<file path="config.mk">
export PLATFORM = sky130hd
export DESIGN_NAME = rvb_pcpi_master
export DESIGN_NICKNAME = d
export VERILOG_FILES = /design/src/rtl/rvb_pcpi_pkg.sv /design/src/rtl/rvb_pcpi_master.sv
export SDC_FILE = /design/constraint.sdc
export NUM_CORES = 1
export LEC_CHECK = 0
export ABC_AREA = 0
export ABC_CLOCK_PERIOD_IN_PS = 1550
export BUFFER_PORTS_ARGS = -buffer_cell sky130_fd_sc_hd__buf_2
export CORE_ASPECT_RATIO = 1.75
export CORE_MARGIN = 2
export CORE_UTILIZATION = 30
export DETAILED_ROUTE_END_ITERATION = 16
export GPL_ROUTABILITY_DRIVEN = 0
export PLACE_DENSITY = 0.71
export SETUP_SLACK_MARGIN = 0.05
export SYNTH_ARGS = -nofsm -noshare
export SYNTH_HDL_FRONTEND = slang
export SYNTH_SLANG_ARGS = --single-unit
</file>
<file path="constraint.sdc">
create_clock -name clk -period 1.55 [get_ports clk]
set_clock_uncertainty 0.15 [all_clocks]
set_input_delay 0.31 -clock clk [delete_from_list [all_inputs] [get_ports clk]]
set_output_delay 0.31 -clock clk [all_outputs]
set_load 0.005 [all_outputs]
</file>
<file path="src/rtl/rvb_pcpi_pkg.sv">
// rvb_pcpi_pkg: shared types for the PCPI master/responder pair.
package rvb_pcpi_pkg;

    localparam int CYCLES_W = 8;

    typedef enum logic [1:0] {IDLE, ISSUE, RESP} state_t;

    typedef struct packed {
        logic [31:0] insn;
        logic [31:0] rs1;
        logic [31:0] rs2;
        logic [31:0] rs3;
    } req_t;

    typedef struct packed {
        logic [31:0]         rd;
        logic                wr;
        logic                timeout;
        logic [CYCLES_W-1:0] cycles;
    } rsp_t;

endpackage

</file>
<file path="src/rtl/rvb_pcpi_master.sv">
// rvb_pcpi_master: issues one PCPI transaction per request and returns rd/wr/timeout/cycles.
// Timeout and the sticky claimed bit exist only with RVB_PCPI_MASTER_TIMEOUT_EN defined.
module rvb_pcpi_master
    import rvb_pcpi_pkg::*;
#(
    parameter int unsigned TIMEOUT = 16
) (
    input  logic                clk,
    input  logic                reset,
    input  logic                req_valid,
    output logic                req_ready,
    input  logic [31:0]         req_insn,
    input  logic [31:0]         req_rs1,
    input  logic [31:0]         req_rs2,
    input  logic [31:0]         req_rs3,
    output logic                rsp_valid,
    input  logic                rsp_ready,
    output logic [31:0]         rsp_rd,
    output logic                rsp_wr,
    output logic                rsp_timeout,
    output logic [CYCLES_W-1:0] rsp_cycles,
    output logic                pcpi_valid,
    output logic [31:0]         pcpi_insn,
    output logic [31:0]         pcpi_rs1,
    output logic [31:0]         pcpi_rs2,
    output logic [31:0]         pcpi_rs3,
    input  logic                pcpi_wr,
    input  logic [31:0]         pcpi_rd,
    input  logic                pcpi_wait,
    input  logic                pcpi_ready
);

    localparam logic [CYCLES_W-1:0] TO_LIM = CYCLES_W'(TIMEOUT);

    state_t              state, state_next;
    req_t                req_q;
    rsp_t                rsp_q;
    logic [CYCLES_W-1:0] cnt, cnt_inc;
    logic                accept, done, expire;

    assign req_ready   = state == IDLE && !reset;
    assign pcpi_valid  = state == ISSUE;
    assign rsp_valid   = state == RESP;
    assign accept      = req_valid && req_ready;
    assign done        = pcpi_valid && pcpi_ready;
    assign cnt_inc     = cnt == '1 ? cnt : cnt + 1'b1;
    assign {pcpi_insn, pcpi_rs1, pcpi_rs2, pcpi_rs3} = req_q;
    assign {rsp_rd, rsp_wr, rsp_timeout, rsp_cycles} = rsp_q;

`ifdef RVB_PCPI_MASTER_TIMEOUT_EN
    logic claimed;
    // wait in the expiring cycle still claims the instruction, and ready always wins
    assign expire = pcpi_valid && !claimed && !pcpi_wait && !pcpi_ready && cnt_inc == TO_LIM;
    always_ff @(posedge clk) begin
        if (reset || accept) claimed <= 1'b0;
        else if (pcpi_valid && pcpi_wait) claimed <= 1'b1;
    end
`else
    logic unused;
    assign unused = ^{pcpi_wait, TO_LIM};
    assign expire = 1'b0;
`endif

    always_comb begin
        state_next = state;
        case (state)
            IDLE:    state_next = accept ? ISSUE : IDLE;
            ISSUE:   state_next = (done || expire) ? RESP : ISSUE;
            RESP:    state_next = rsp_ready ? IDLE : RESP;
            default: state_next = IDLE;
        endcase
    end

    always_ff @(posedge clk) begin
        if (reset) begin
            state <= IDLE;
            req_q <= '0;
            rsp_q <= '0;
            cnt   <= '0;
        end else begin
            state <= state_next;
            if (accept) begin
                req_q <= '{insn: req_insn, rs1: req_rs1, rs2: req_rs2, rs3: req_rs3};
                cnt   <= '0;
            end else if (pcpi_valid) begin
                cnt <= cnt_inc;
            end
            if (done)
                rsp_q <= '{rd: pcpi_rd, wr: pcpi_wr, timeout: 1'b0, cycles: cnt_inc};
            else if (expire)
                rsp_q <= '{rd: 32'd0, wr: 1'b0, timeout: 1'b1, cycles: cnt_inc};
        end
    end

endmodule

</file>
# [Yosys cells after proc, flatten, opt, wreduce, memory -nomap -nowiden]
# Cells that the tools add are included.
[op_classes] add_sub_neg=1 n_eq_ne=3 n_mux=5 reduce_logical=6
[op_table] operator="$add 8x1->8 const B" n=1
[op_table] operator="$eq 8x8->1 const B" n=1
[op_table] operator="$mux 8" n=1
[op_table] operator="$pmux 2 s3" n=1
[op_table] operator="$mux 2" n=2
[op_table] operator="$logic_and 1x1->1" n=3
[op_table] operator="$eq 2x1->1 const B" n=1
[op_table] operator="$eq 2x2->1 const B" n=1
[op_table] operator="$logic_not 2->1" n=1
[op_table] operator="$reduce_or 2->1" n=1
[op_table] operator="$logic_not 1->1" n=1
[op_table] operator="$mux 1" n=1
[word_totals] register_bits=179 input_bits=167 elab_cells=24

# [Longest topological paths before layout]
# Gate-level depths: netlist (run 1).
[logic_depth] word_depth=5 mapped_depth=6 ltp_nobuf=4

# [Worst setup path after synthesis (run 1)]
# No wires, ideal clock.
[synth_timing] path_kind="reg-to-reg" startpoint="reg state[1]" endpoint="reg req_q (netlist bit pcpi_rs1[13])" arrival_ns=1.366 t_required_ns=1.268 setup_slack_ns=-0.098 path_stages_with_launch=7 n_path_buf=3 period_less_slack_ns=1.648 cell_sequence="dfxtp_1 > buf_6 > or4b_4 > buf_6 > buf_8 > nand2_1 > a21oi_1"
[synth_between] elab_chain_cells=3
[synth_rtl] item="start: declaration" line_no="rvb_pcpi_master.sv:35" text="state_t state, state_next;"
[synth_rtl] item="start signal: assignment" line_no="rvb_pcpi_master.sv:81" text="state <= state_next;"
[synth_rtl] item="$logic_not 2->1" line_no="rvb_pcpi_master.sv:41" text="assign req_ready = state == IDLE && !reset;"
[synth_rtl] item="$logic_and 1x1->1" line_no="rvb_pcpi_master.sv:41"
[synth_rtl] item="$logic_and 1x1->1" line_no="rvb_pcpi_master.sv:44" text="assign accept = req_valid && req_ready;"
[synth_rtl] item="end signal: assignment" line_no="rvb_pcpi_master.sv:83" text="req_q <= '{insn: req_insn, rs1: req_rs1, rs2: req_rs2, rs3: req_rs3};"
[synth_rtl] item="end: declaration" line_no="rvb_pcpi_master.sv:36" text="req_t req_q;"
# Every way passes these cells.
# A chain may end at the register's enable or synchronous reset.

# [Worst setup path after layout (run 1)]
[layout_timing] startpoint="reg state[1]" endpoint="reg req_q (netlist bit pcpi_insn[16])"
# Same word-level chain as after synthesis.

==> results of run 1 <==
synth_stat cells, drive strengths merged, types with 2 or more instances:
| cell | number | area, sq um |
|---|---|---|
| nand2 | 328 | 1231 |
| dfxtp | 179 | 3583 |
| a21oi | 167 | 835.8 |
| buf | 40 | 340.3 |
| clkbuf | 28 | 105.1 |
| nand3b | 9 | 67.56 |
| a211oi | 8 | 60.06 |
| nor3 | 6 | 30.03 |
| nor2 | 5 | 18.77 |
| mux2i | 4 | 40.04 |
| nand2b | 4 | 25.02 |
| nand3 | 4 | 20.02 |
| nor4 | 4 | 25.02 |
| a31oi | 3 | 18.77 |
| a41oi | 3 | 26.28 |
| and4 | 3 | 26.28 |
| or3b | 3 | 26.28 |
| a2111oi | 2 | 17.52 |
| and3 | 2 | 12.51 |
| inv | 2 | 7.510 |
| nand4 | 2 | 12.51 |
| nor2b | 2 | 12.51 |
| o211ai | 2 | 15.01 |
| o21ai | 2 | 10.01 |
final timing paths:
path | slack (ps) | start | endpoint
worst min register to register | 300 | pcpi_rs3[18]$_SDFFE_PP0P_ | pcpi_rs3[18]$_SDFFE_PP0P_
worst max-delay path | -270 | state[1]$_SDFF_PP0_ | pcpi_insn[16]$_SDFFE_PP0P_
worst min-delay path | 60 | req_rs1[21] | pcpi_rs1[21]$_SDFFE_PP0P_
worst max register to register | -270 | state[1]$_SDFF_PP0_ | pcpi_insn[16]$_SDFFE_PP0P_
critical path, delay by kind of cell, from the launching register on:
kind / cells / cell delay, ps
AO/OA/AOI/OAI: 1 / 80
buffers and inverters: 3 / 460
flip-flops: 1 / 370
AND/OR/NAND/NOR: 2 / 640
power breakdown:
group	total [mW]	switching [mW]	internal, mW
Combinational	1.83	0.857	0.969
Clock	4.71	1.87	2.84
Sequential	4.91	0.111	4.80
Total	11.4	2.84	8.61
layout make-up:
type                       instances  share of cell area
timing repair buffer             569              0.3511
clock inverter                    11             0.01434
tap                              296             0.03054
sequential                       179              0.2963
multi-input combinational        574              0.2681
inverter                           2           0.0008254
clock buffer                      21             0.03879
routing by layer:
layer / GRT usage / vias to the layer above / share of wire
li1: - / 3750 / -
met1: 0.1910 / 3728 / 0.34
met2: 0.3693 / 412 / 0.52
met3: 0.05452 / 141 / 0.064
met4: 0.1601 / 0 / 0.078
met5: 0 / - / 0
through the flow:
step	power, mW	instance area, sq um	utilization	hold slack, ps
final	11.45	12130	0.5517	56.73
after global routing	11.87	12130	0.5517	31.29
after CTS	11.25	11240	0.5112	5.196
after detailed placement	6.111	8698	0.3957	293.3
after global placement	6.092	8698	0.3957	289.3
after floorplan	5.559	6694	-	296.0
state kept, by name, summed over array words and instances (netlist names):
name,count
cnt,8
pcpi_insn,32
pcpi_rs1,32
pcpi_rs2,32
pcpi_rs3,32
rsp_cycles,8
rsp_rd,32
rsp_wr,1
state,2
repair_timing:
item	4_1_cts	5_1_grt
endpoints found under the hold margin	160	0
pin swaps	3	62
hold buffers	160	0
buffers inserted	10	12
gates resized for setup	31	158
endpoints found under the setup margin	178	175
cloned	4	8
cell families (layout without fill, tap and decap cells):
kind of cell | Yosys count | in the layout | share of synthesized area
muxes | 4 | 4 | 0.006004
and+or+nand+nor | 377 | 377 | 0.2338
DFF | 179 | 179 | 0.5373
buffers and inverters | 70 | 603 | 0.06792
other | 1 | 1 | 0.0005623
AOI/OAI and AO/OA | 191 | 191 | 0.1525
adders and majority gates | 1 | 1 | 0.001876
==> impl_metrics.toml, run 1 <==
[place]
pre_cts_ws_ps = -298.0
dp.cells = 1427
portBuffers = 337
hpwlAfterDp_microns = 14760

[clock_tree]
cts_made_buffers = 17
ctsHtreeMaxLevel = 4
cts_root_buf = "clkbuf_16"
cts_tree = "yes"
cts_sinks = 179
cts.path.max_buffers = 2
clock_latency_ps = 440
cts.clk_slew.worst_paths_ps = 70

[global_routing]
grt.overflow.total = 0
grt_antenna_before_repair = 0
grt_max_degree = 98
grt_pass1_vias = 7660
grt_pass1_wl_microns = 37290
grtUsageTotal = 0.2064

[worst_setup_path]
r2r_cells = 6
start_kind = "flop"
worstSetupPathType = "flop to flop"
cp-end-kind = "flop"
critPathMaxFanout = 13
path_cells = "buf_6 > or4b_4 > buf_4 > clkbuf_16 > nand2_1 > a21oi_1"
slowest_delay_ps = 550
crit_slowest_cell = "or4b_4"
cp.required_ps = 1710
cp.arrival_ps = 1990

[min_path]
whs_path_depth = 3
hold_path.class = "input port to flop"

[synth]
syn_nets = 991
syn_area_sq_um = 6669
seq_area_frac_synth = 0.5373
synth_warnings = 0
ys_ff_latch = 179
syn_inst = 823
syn_area_per_cell_sq_um = 8.103
synthDistinctLibCells = 38
synth_edf_count = 0
synthArstFlopShare = 0
yosys_most_used_dff = "dfxtp_1"

[timing]
fin_tns_setup_ps = -23110
timing.final.crit_share = 1.177
finalCriticalPeriod_ps = 1824
max_freq_mhz = 548.3
worst_slack_ps = -273.7
hold_viol_final = 0
slew_violations = 0
setup_viol = 157
rsz0062_at_grt = "true"

[drt]
antenna_left = 0
drt_iter0_markers = 488
vias = 8031
drc_errors = 0
drt_pass1_iterations = 5
vias_per_cell = 4.861
wl_microns = 27670
wl_per_cell_microns = 16.75

[cells_and_area]
mostFrequentLayoutCell = "buf_2"
layoutNonFillerInstCount = 1652
seq_area_sq_um = 3593
fillers = 1795
drive_above_1_share = 0.4086
syn_to_final_growth_pct = 81.84
fin_nets = 1511
final_cell_mix = "335 x buf_2, 287 x nand2_1, 175 x dfxtp_1"
num_antenna_cells = 0
multiInputGateArea_sq_um = 3251

[floorplanning]
die_x_microns = 116.7
rows = 72
core_sq_um = 21980
die_y_microns = 201.2
dieArea_sq_um = 23490
start_util = 0.3034
ios = 340

[pwr]
leakagePower_nw = 5.454
irDropWorstVdd_mv = 0.7614
powerDensity_nw_per_um2 = 943.9

[status]
outcome = "finished, violations left"
violations = "negative setup slack"

[flow_run]
drv_cap = 0
(Power assumes the default switching activity.)
==> inputs of run 2 (changes only) <==
--- a/config.mk
+++ b/config.mk
@@ -13,8 +13,7 @@
 export CORE_UTILIZATION = 30
 export DETAILED_ROUTE_END_ITERATION = 16
 export GPL_ROUTABILITY_DRIVEN = 0
-export PLACE_DENSITY = 0.71
-export SETUP_SLACK_MARGIN = 0.05
+export PLACE_DENSITY = 0.62
 export SYNTH_ARGS = -nofsm -noshare
 export SYNTH_HDL_FRONTEND = slang
 export SYNTH_SLANG_ARGS = --single-unit
==> run 2 against run 1 <==
Effect of this change:
- the run still ends with negative setup slack left
- power shrank 5.0%
- global-route usage down 0.32 points
- routed wire length down 9.5%
- largest power group unchanged
==> impl_metrics.toml, run 2 (synthesis gave the netlist of run 1 again) <==
[place]
hpwlAfterDp_microns = 15230
portBuffers = 337
pre_cts_ws_ps = -202.9
dp.cells = 1434
place_area_sq_um = 8766

[cells_and_area]
fillers = 1968
syn_to_final_growth_pct = 73.13
final_cell_mix = "337 x buf_2, 307 x nand2_1, 174 x dfxtp_1"
finish.utilization = 0.5253
fin_area_sq_um = 11550
mostFrequentLayoutCell = "buf_2"
drive_above_1_share = 0.3648
fin_nets = 1501
layoutNonFillerInstCount = 1645

[clock_tree]
cts.clk_slew.worst_paths_ps = 70
cts_made_buffers = 17
cts_sinks = 179
ctsHtreeMaxLevel = 4
cts_root_buf = "clkbuf_16"
cts_tree = "yes"
cts.path.max_buffers = 2
clock_latency_ps = 440

[worst_setup_path]
cp.arrival_ps = 1890
cp-end-kind = "flop"
critPathLaunch = "state[1]$_SDFF_PP0_"
path_cells = "bufbuf_16 > nand3b_1 > buf_6 > clkbuf_16 > nand2_1 > a21oi_1"
r2r_start = "state[1]$_SDFF_PP0_"
crit_slowest_cell = "dfxtp_4"
slowest_delay_ps = 360
critPathMaxFanout = 11
r2r_end = "rsp_rd[14]$_SDFFE_PP0P_"
reg2reg_slack_ps = -170
cp.required_ps = 1720
setup.worst_path.end = "rsp_rd[14]$_SDFFE_PP0P_"
start_kind = "flop"
worstSetupPathType = "flop to flop"
r2r_cells = 6

[global_routing]
grt_max_degree = 115
grt_antenna_before_repair = 3
grt_pass1_vias = 7359
grt.overflow.total = 0
grtUsageTotal = 0.2032
grt_pass1_wl_microns = 36900

[pwr]
powerDensity_nw_per_um2 = 942.3
irDropWorstVdd_mv = 0.9602
leakagePower_nw = 5.107
finalPower_mw = 10.88

[timing]
hold_viol_final = 0
timing.final.crit_share = 1.113
fin_hold_ws_ps = 58.81
fin_tns_setup_ps = -16910
finalCriticalPeriod_ps = 1725
rsz0062_at_grt = "true"
worst_slack_ps = -175.0
worstMarginPinSlew_ps = 545.9
setup_viol = 172
max_freq_mhz = 579.7
slew_violations = 0
max-slew-margin-rel = 0.6361

[min_path]
hold_start = "pcpi_ready"
hold_path.class = "input port to flop"
whs_path_depth = 4

[floorplanning]
start_util = 0.3034
rows = 72
core_sq_um = 21980
die_x_microns = 116.7
dieArea_sq_um = 23490
die_y_microns = 201.2
ios = 340

[status]
violations = "negative setup slack"
outcome = "finished, violations left"

[drt]
vias = 7625
drt_pass1_iterations = 7
drc_errors = 0
drt_iter0_markers = 420
wl_microns = 25040
wl_per_cell_microns = 15.22
antenna_left = 0
vias_per_cell = 4.635

[flow_run]
drv_cap = 0
-- run 2: cell types whose count changed in the layout (fill, tap and decap cells not counted), sizes merged --
cell	before	now
clkinvlp	1	3
bufinv	4	2
buf	402	391
clkbuf	28	23
bufbuf	0	3
clkinv	4	5
diode	0	3
dlygate4sd3	160	162
-- run 2: area by class of cell --
class	count	area, sq um	area share
multi-input combinational	574	2870	0.2486
antenna	3	7.507	0.0006502
sequential	179	3592	0.3111
tap	296	370.4	0.03208
inverter	2	10.01	0.0008669
clock inverter	12	128.9	0.01116
clock buffer	20	456.7	0.03955
timing repair buffer	559	4110	0.3560
-- run 2: timing repair --
item,CTS,global route
hold endpoints to repair,161,1
pin swaps,10,6
hold buffers,161,1
resized for setup,40,50
setup endpoints to repair,175,177
cloned,6,3
buffers inserted,3,2
-- run 2: worst min path at each step --
stage	end	slack, ps
global route	state[0]$_SDFF_PP0_	110
global placement	rsp_cycles[4]$_SDFFE_PP0P_	290
detailed placement	pcpi_rs2[26]$_SDFFE_PP0P_	290
finish	state[0]$_SDFF_PP0_	60
floorplan	pcpi_insn[12]$_SDFFE_PP0P_	300
CTS	pcpi_insn[29]$_SDFFE_PP0P_	7
-- run 2: critical path: cells and delay by family, from the launching register on --
kind            cells  cell delay (ps)
simple gates        2              340
compound gates      1               60
buf+inv             3              670
flops               1              360
-- run 2: metal layers --
layer,global-route usage,part of all wire,wire length (microns)
met1,0.2108,0.37,9327
met2,0.3530,0.52,13030
met3,0.05361,0.057,1434
met4,0.1282,0.050,1252
met5,0,0,0
-- run 2: power by group --
group	total, mW	switching [mW]	internal (mW)
clock network	4.32	1.86	2.46
logic	1.66	0.749	0.911
registers	4.90	0.0990	4.80
